`src/rtl/fcs_gen.sv`:
```
// Ethernet FCS generator: streams frames from a FWFT byte FIFO and appends a CRC-32 FCS.
// Define FCS_GEN_PAD_EN to zero-pad short frames up to P_MIN_LEN bytes before the FCS.
module fcs_gen #(
  parameter int unsigned P_IFG     = 12,
  parameter int unsigned P_MIN_LEN = 60
) (
  input  logic       clk,
  input  logic       reset,
  input  logic       fifo_empty,
  input  logic [7:0] fifo_data,
  input  logic       fifo_last,
  output logic       fifo_rd_en,
  output logic       tx_ctrl,
  output logic [7:0] tx_data,
  output logic       tx_done,
  output logic       tx_underrun
);

`ifdef FCS_GEN_PAD_EN
  localparam bit PadEn = 1'b1;
`else
  localparam bit PadEn = 1'b0;
`endif

  localparam logic [10:0] MinLen  = 11'(P_MIN_LEN);
  localparam logic [10:0] CntMax  = 11'h7FF;
  localparam logic [15:0] IfgLast = 16'(P_IFG - 1);

  typedef enum logic [2:0] {StIdle, StData, StPad, StFcs, StDrop, StIfg} state_e;

  state_e      state_q, state_d;
  logic [31:0] crc_q, crc_d;
  logic [10:0] cnt_q, cnt_d;
  logic [1:0]  fcs_idx_q, fcs_idx_d;
  logic [15:0] ifg_q, ifg_d;
  logic        done_pend_q, done_pend_d;
  logic        tx_ctrl_q, tx_ctrl_d;
  logic [7:0]  tx_data_q, tx_data_d;
  logic        tx_done_q;
  logic        tx_underrun_q, tx_underrun_d;

  logic [31:0] crc_base;
  logic [10:0] cnt_base, cnt_inc;
  logic        pad_needed;

  // Reflected CRC-32 update, LSB of the byte first.
  function automatic logic [31:0] crc_byte(input logic [31:0] c, input logic [7:0] d);
    logic [31:0] r;
    r = c;
    for (int i = 0; i < 8; i++) begin
      r = (r[0] ^ d[i]) ? ((r >> 1) ^ 32'hEDB88320) : (r >> 1);
    end
    return r;
  endfunction

  // A pop in IDLE starts a new frame, so CRC and count restart from their presets there.
  assign crc_base   = (state_q == StIdle) ? 32'hFFFF_FFFF : crc_q;
  assign cnt_base   = (state_q == StIdle) ? 11'd0 : cnt_q;
  assign cnt_inc    = (cnt_base == CntMax) ? cnt_base : cnt_base + 11'd1;
  assign pad_needed = PadEn && (cnt_inc < MinLen);

  always_comb begin
    state_d       = state_q;
    crc_d         = crc_q;
    cnt_d         = cnt_q;
    fcs_idx_d     = fcs_idx_q;
    ifg_d         = ifg_q;
    done_pend_d   = 1'b0;
    tx_ctrl_d     = 1'b0;
    tx_data_d     = 8'h00;
    tx_underrun_d = 1'b0;
    fifo_rd_en    = 1'b0;

    unique case (state_q)
      StIdle, StData: begin
        if (!fifo_empty) begin
          fifo_rd_en = 1'b1;
          tx_ctrl_d  = 1'b1;
          tx_data_d  = fifo_data;
          crc_d      = crc_byte(crc_base, fifo_data);
          cnt_d      = cnt_inc;
          fcs_idx_d  = 2'd0;
          if (fifo_last) begin
            state_d = pad_needed ? StPad : StFcs;
          end else begin
            state_d = StData;
          end
        end else if (state_q == StData) begin
          tx_underrun_d = 1'b1;
          state_d       = StDrop;
        end
      end
      StPad: begin
        tx_ctrl_d = 1'b1;
        crc_d     = crc_byte(crc_q, 8'h00);
        cnt_d     = cnt_inc;
        if (cnt_inc >= MinLen) begin
          state_d = StFcs;
        end
      end
      StFcs: begin
        tx_ctrl_d = 1'b1;
        tx_data_d = ~crc_q[8*fcs_idx_q +: 8];
        fcs_idx_d = fcs_idx_q + 2'd1;
        if (fcs_idx_q == 2'd3) begin
          state_d     = StIfg;
          ifg_d       = 16'd0;
          done_pend_d = 1'b1;
        end
      end
      StDrop: begin
        if (!fifo_empty) begin
          fifo_rd_en = 1'b1;
          if (fifo_last) begin
            state_d = StIfg;
            ifg_d   = 16'd0;
          end
        end
      end
      StIfg: begin
        ifg_d = ifg_q + 16'd1;
        if (ifg_q == IfgLast) begin
          state_d = StIdle;
        end
      end
      default: state_d = StIdle;
    endcase

    if (reset) begin
      fifo_rd_en = 1'b0;
    end
  end

  // done_pend delays tx_done so it lands on the first idle output cycle after the last FCS byte.
  always_ff @(posedge clk) begin
    if (reset) begin
      state_q       <= StIdle;
      crc_q         <= 32'hFFFF_FFFF;
      cnt_q         <= 11'd0;
      fcs_idx_q     <= 2'd0;
      ifg_q         <= 16'd0;
      done_pend_q   <= 1'b0;
      tx_ctrl_q     <= 1'b0;
      tx_data_q     <= 8'h00;
      tx_done_q     <= 1'b0;
      tx_underrun_q <= 1'b0;
    end else begin
      state_q       <= state_d;
      crc_q         <= crc_d;
      cnt_q         <= cnt_d;
      fcs_idx_q     <= fcs_idx_d;
      ifg_q         <= ifg_d;
      done_pend_q   <= done_pend_d;
      tx_ctrl_q     <= tx_ctrl_d;
      tx_data_q     <= tx_data_d;
      tx_done_q     <= done_pend_q;
      tx_underrun_q <= tx_underrun_d;
    end
  end

  assign tx_ctrl     = tx_ctrl_q;
  assign tx_data     = tx_data_q;
  assign tx_done     = tx_done_q;
  assign tx_underrun = tx_underrun_q;

endmodule

```
`config.mk`:
```
export PLATFORM = sky130hd
export DESIGN_NAME = fcs_gen
export DESIGN_NICKNAME = d
export VERILOG_FILES = /design/src/rtl/fcs_gen.sv
export SDC_FILE = /design/constraint.sdc
export NUM_CORES = 1
export LEC_CHECK = 0
export BUFFER_PORTS_ARGS = -buffer_cell sky130_fd_sc_hd__buf_2
export CORE_UTILIZATION = 35
export DETAILED_ROUTE_END_ITERATION = 16
export GPL_ROUTABILITY_DRIVEN = 0
export PLACE_DENSITY = 0.47
export SLEW_MARGIN = 10
export SYNTH_ARGS = -nofsm -noshare
export SYNTH_HDL_FRONTEND = slang
export SYNTH_SLANG_ARGS = --single-unit
```
`constraint.sdc`:
```
create_clock -name clk -period 3.58 [get_ports clk]
set_input_delay 0.895 -clock clk [delete_from_list [all_inputs] [get_ports clk]]
set_output_delay 0.895 -clock clk [all_outputs]
set_load 0.01 [all_outputs]
```
==> impl_metrics.py <==
metrics = {
    "run_status": {
        "run_status": "finished clean",
    },
    "detailed_routing": {
        "drc": 0,
        "drt_iter0_drc": 342,
        "routed_wl_mm": 16.97,
        "dr.pass1.iters": 4,
        "vias": 4970,
        "viasPerCell": 5.432,
        "wl_per_cell_microns": 18.55,
        "ant_nets": 0,
    },
    "pwr": {
        "p_int_mw": 2.866,
        "p_clk_share_pct": 20.3,
        "combPwrFrac_pct": 55.3,
        "p_sw_share_pct": 41.43,
        "switching_power_mw": 2.027,
        "ir_drop_mv": 0.2769,
        "cellPowerDensity_nw_per_um2": 767.8,
        "p_seq_share_pct": 24.4,
        "power_mw": 4.894,
        "p_leak_nw": 2.304,
    },
    "die": {
        "initial_core_util_pct": 35.86,
        "die_area_sq_um": 16790,
        "ios": 24,
        "dieHeight_microns": 129.6,
        "fp.dieW_microns": 129.6,
        "core_sq_um": 15890,
        "num_rows": 46,
    },
    "setup_path": {
        "startpoint_type": "flop",
        "timing.rr.end": "crc_q[22]",
        "worstPathArrival_ps": 3150,
        "end_kind": "flop",
        "crit_fanout": 16,
        "worstSetupPathType": "flop to flop",
        "timing.rr.start": "state_q[2]",
        "rrSetupSlack_ps": 650,
        "crit_path_start": "state_q[2]",
        "required_ps": 3800,
        "r2r.worst_path.cells": 8,
    },
    "finish": {
        "final_core_util_pct": 40.12,
        "nets": 710,
        "antenna_cells": 0,
        "syn2layout_area_growth_pct": 11.88,
        "drive_above_1_share_pct": 13.88,
    },
    "global_route": {
        "antenna_found_initial": 0,
        "grt_max_degree": 46,
        "met2_usage_pct": 31.77,
        "use_met1_pct": 30.90,
        "use_met3_pct": 2.766,
        "grt.busiest_layer": "met2",
        "grt.overflow.total": 0,
        "grt_pass1_wl_mm": 26.50,
        "grt.total_usage_pct": 21.37,
        "grt_pass1_vias": 4508,
    },
    "clock_network": {
        "ctsHoldBuffers": 0,
        "post_cts_buffers": 0,
        "cts_buffers": 9,
        "clk_path_buf_depth": 2,
        "cts_sinks": 76,
        "cts-root-buf": "clkbuf_16",
        "cts_htree_levels": 3,
        "cts-resized-gates": 0,
        "insertion_delay_ps": 340,
        "clk_pin_slew_ps": 60,
        "cts_tree": "yes",
    },
    "synth": {
        "async_reset_ff_share_pct": 0,
        "synth_cells": 689,
        "yosysSeqAreaShare_pct": 26.71,
        "yosys.cell_types.count": 68,
        "synth_ff_type": "dfxtp_1",
        "synth_fp_nets": 704,
        "synth_edf_count": 0,
        "syn_avg_cell_area_sq_um": 8.268,
        "netlist_area_sq_um": 5697,
        "ys_ff_latch": 76,
        "ys_warn_count": 0,
    },
    "timing": {
        "fin_ws_ps": 650.8,
        "clock_skew_ps": 6.068,
        "drv_slew": 0,
        "final_hold_viol_count": 0,
        "whs_ps": 432.8,
        "period_share_pct": 81.82,
        "tightest_slew_ps": 990.0,
        "rsz0062_at_grt": "no",
        "fmax_ghz": 0.3414,
        "slew_headroom_pct": 33.30,
        "period_needed_ps": 2929,
        "tns_ps": 0,
        "setup_viol": 0,
    },
    "placed_design": {
        "post-place-ws_ps": 562.4,
        "dpl.hpwl_mm": 11.78,
        "port-buffer-count": 23,
    },
    "hold_path": {
        "hold_path_end": "tx_done",
        "min_path_type": "flop to flop",
        "hold_path_depth": 1,
        "worstHoldStart": "done_pend_q",
    },
    "run": {
        "max_cap_viol_count": 0,
    },
}
==> kinds of logic (layout without fill, tap and decap cells) <==
group	after synthesis	count (layout)	synth area share, %
adder cells (fa/ha/maj)	3	3	0.6590
multiplexers	12	12	3.866
XOR/XNOR	154	154	27.10
AND/OR/NAND/NOR	241	241	19.86
flip-flops	76	76	26.71
buffers and inverters	60	70	4.678
AO/OA/AOI/OAI	143	143	17.13
==> worst max-delay path, stage by stage (launching register included) <==
cell and delay [ps]:
dfxtp_1 310, buf_4 180, nor3_4 690, o21ai_1 250, nand2_2 340, xnor3_1 450, or3_1 370, o2111ai_1 100
o21ai_1 100
==> stage by stage <==
step,cells,instance area [sq um]
after floorplan,689,5697
after global placement,900,6057
after detailed placement,900,6057
after CTS,915,6374
after global routing,915,6374
final,915,6374
==> registers in the layout (all words and copies together) (netlist names) <==
register	cells
cnt_q	11
crc_q	32
done_pend_q	1
fcs_idx_q	2
ifg_q	16
state_q	3
tx_ctrl	1
tx_data	8
tx_done	1
tx_underrun	1
==> power by group through the flow <==
stage / registers (mW) / clock network [mW] / logic (mW)
after floorplan: 1.10 / 0 / 2.20
after detailed placement: 1.21 / 0 / 2.68
final: 1.19 / 0.991 / 2.71
after CTS: 1.19 / 1.02 / 2.70
after global placement: 1.21 / 0 / 2.68
after global routing: 1.21 / 1.05 / 2.95
==> area by class of cell <==
cell class	count	area, sq um
multi-input cells	553	3916
clock buffers	11	242.7
inverters	5	18.77
flip-flops and latches	76	1521
well taps	216	270.3
repair buffers	50	330.3
clock inverters	4	73.82
fillers	1627	9512
==> synthesized netlist by cell type (4+ instances only) <==
cell type	count	area share, %
o21ai_0	13	1.1
a21oi_1	42	3.7
buf_2	8	0.70
nor2_1	96	6.3
xnor2_1	93	14
nand2_1	56	3.7
mux2i_1	4	0.70
o311ai_1	5	0.77
xor2_1	44	6.8
a211oi_1	15	2.0
and2_1	9	0.99
nor2b_1	7	0.77
a22oi_1	5	0.66
clkbuf_1	37	2.4
nand2b_1	6	0.66
buf_4	4	0.53
inv_1	4	0.26
dfxtp_1	76	27
nor3_1	10	0.88
o211ai_1	11	1.4
mux4_2	8	3.2
and3_1	6	0.66
nand3_1	17	1.5
xnor3_1	6	2.4
nor4_1	4	0.44
nand4_1	9	0.99
a211o_1	8	1.2
xnor2_2	6	1.7
o21ai_1	13	1.1
==> worst max-delay path by stage <==
stage                            end  slack (ps)  cells after the start
after floorplan           state_q[1]         690                     14
after global routing        cnt_q[5]         410                     10
after CTS                  crc_q[22]         690                      8
after global placement     crc_q[21]         610                      8
after detailed placement   crc_q[21]         560                      8
final                      crc_q[22]         650                      8
==> layer usage <==
metal  up-vias  part of all wire (%)
met2       126                    45
met5         -                     0
li1       2417                     -
met1      2405                    49
met3        22                   5.0
met4         0                   1.9
==> placed cells by master, fill, tap and decap left out, drive strengths merged, types with 9 or more instances in the layout <==
cell    netlist  routed
a211oi       15      15
a21oi        42      42
and2          9       9
buf          17      50
clkbuf       38      11
dfxtp        76      76
nand2        57      57
nand3        17      17
nand4         9       9
nor2         98      98
nor3         11      11
o211ai       11      11
o21ai        26      26
xnor2       101     101
xor2         46      46
(Power assumes the default switching activity.)
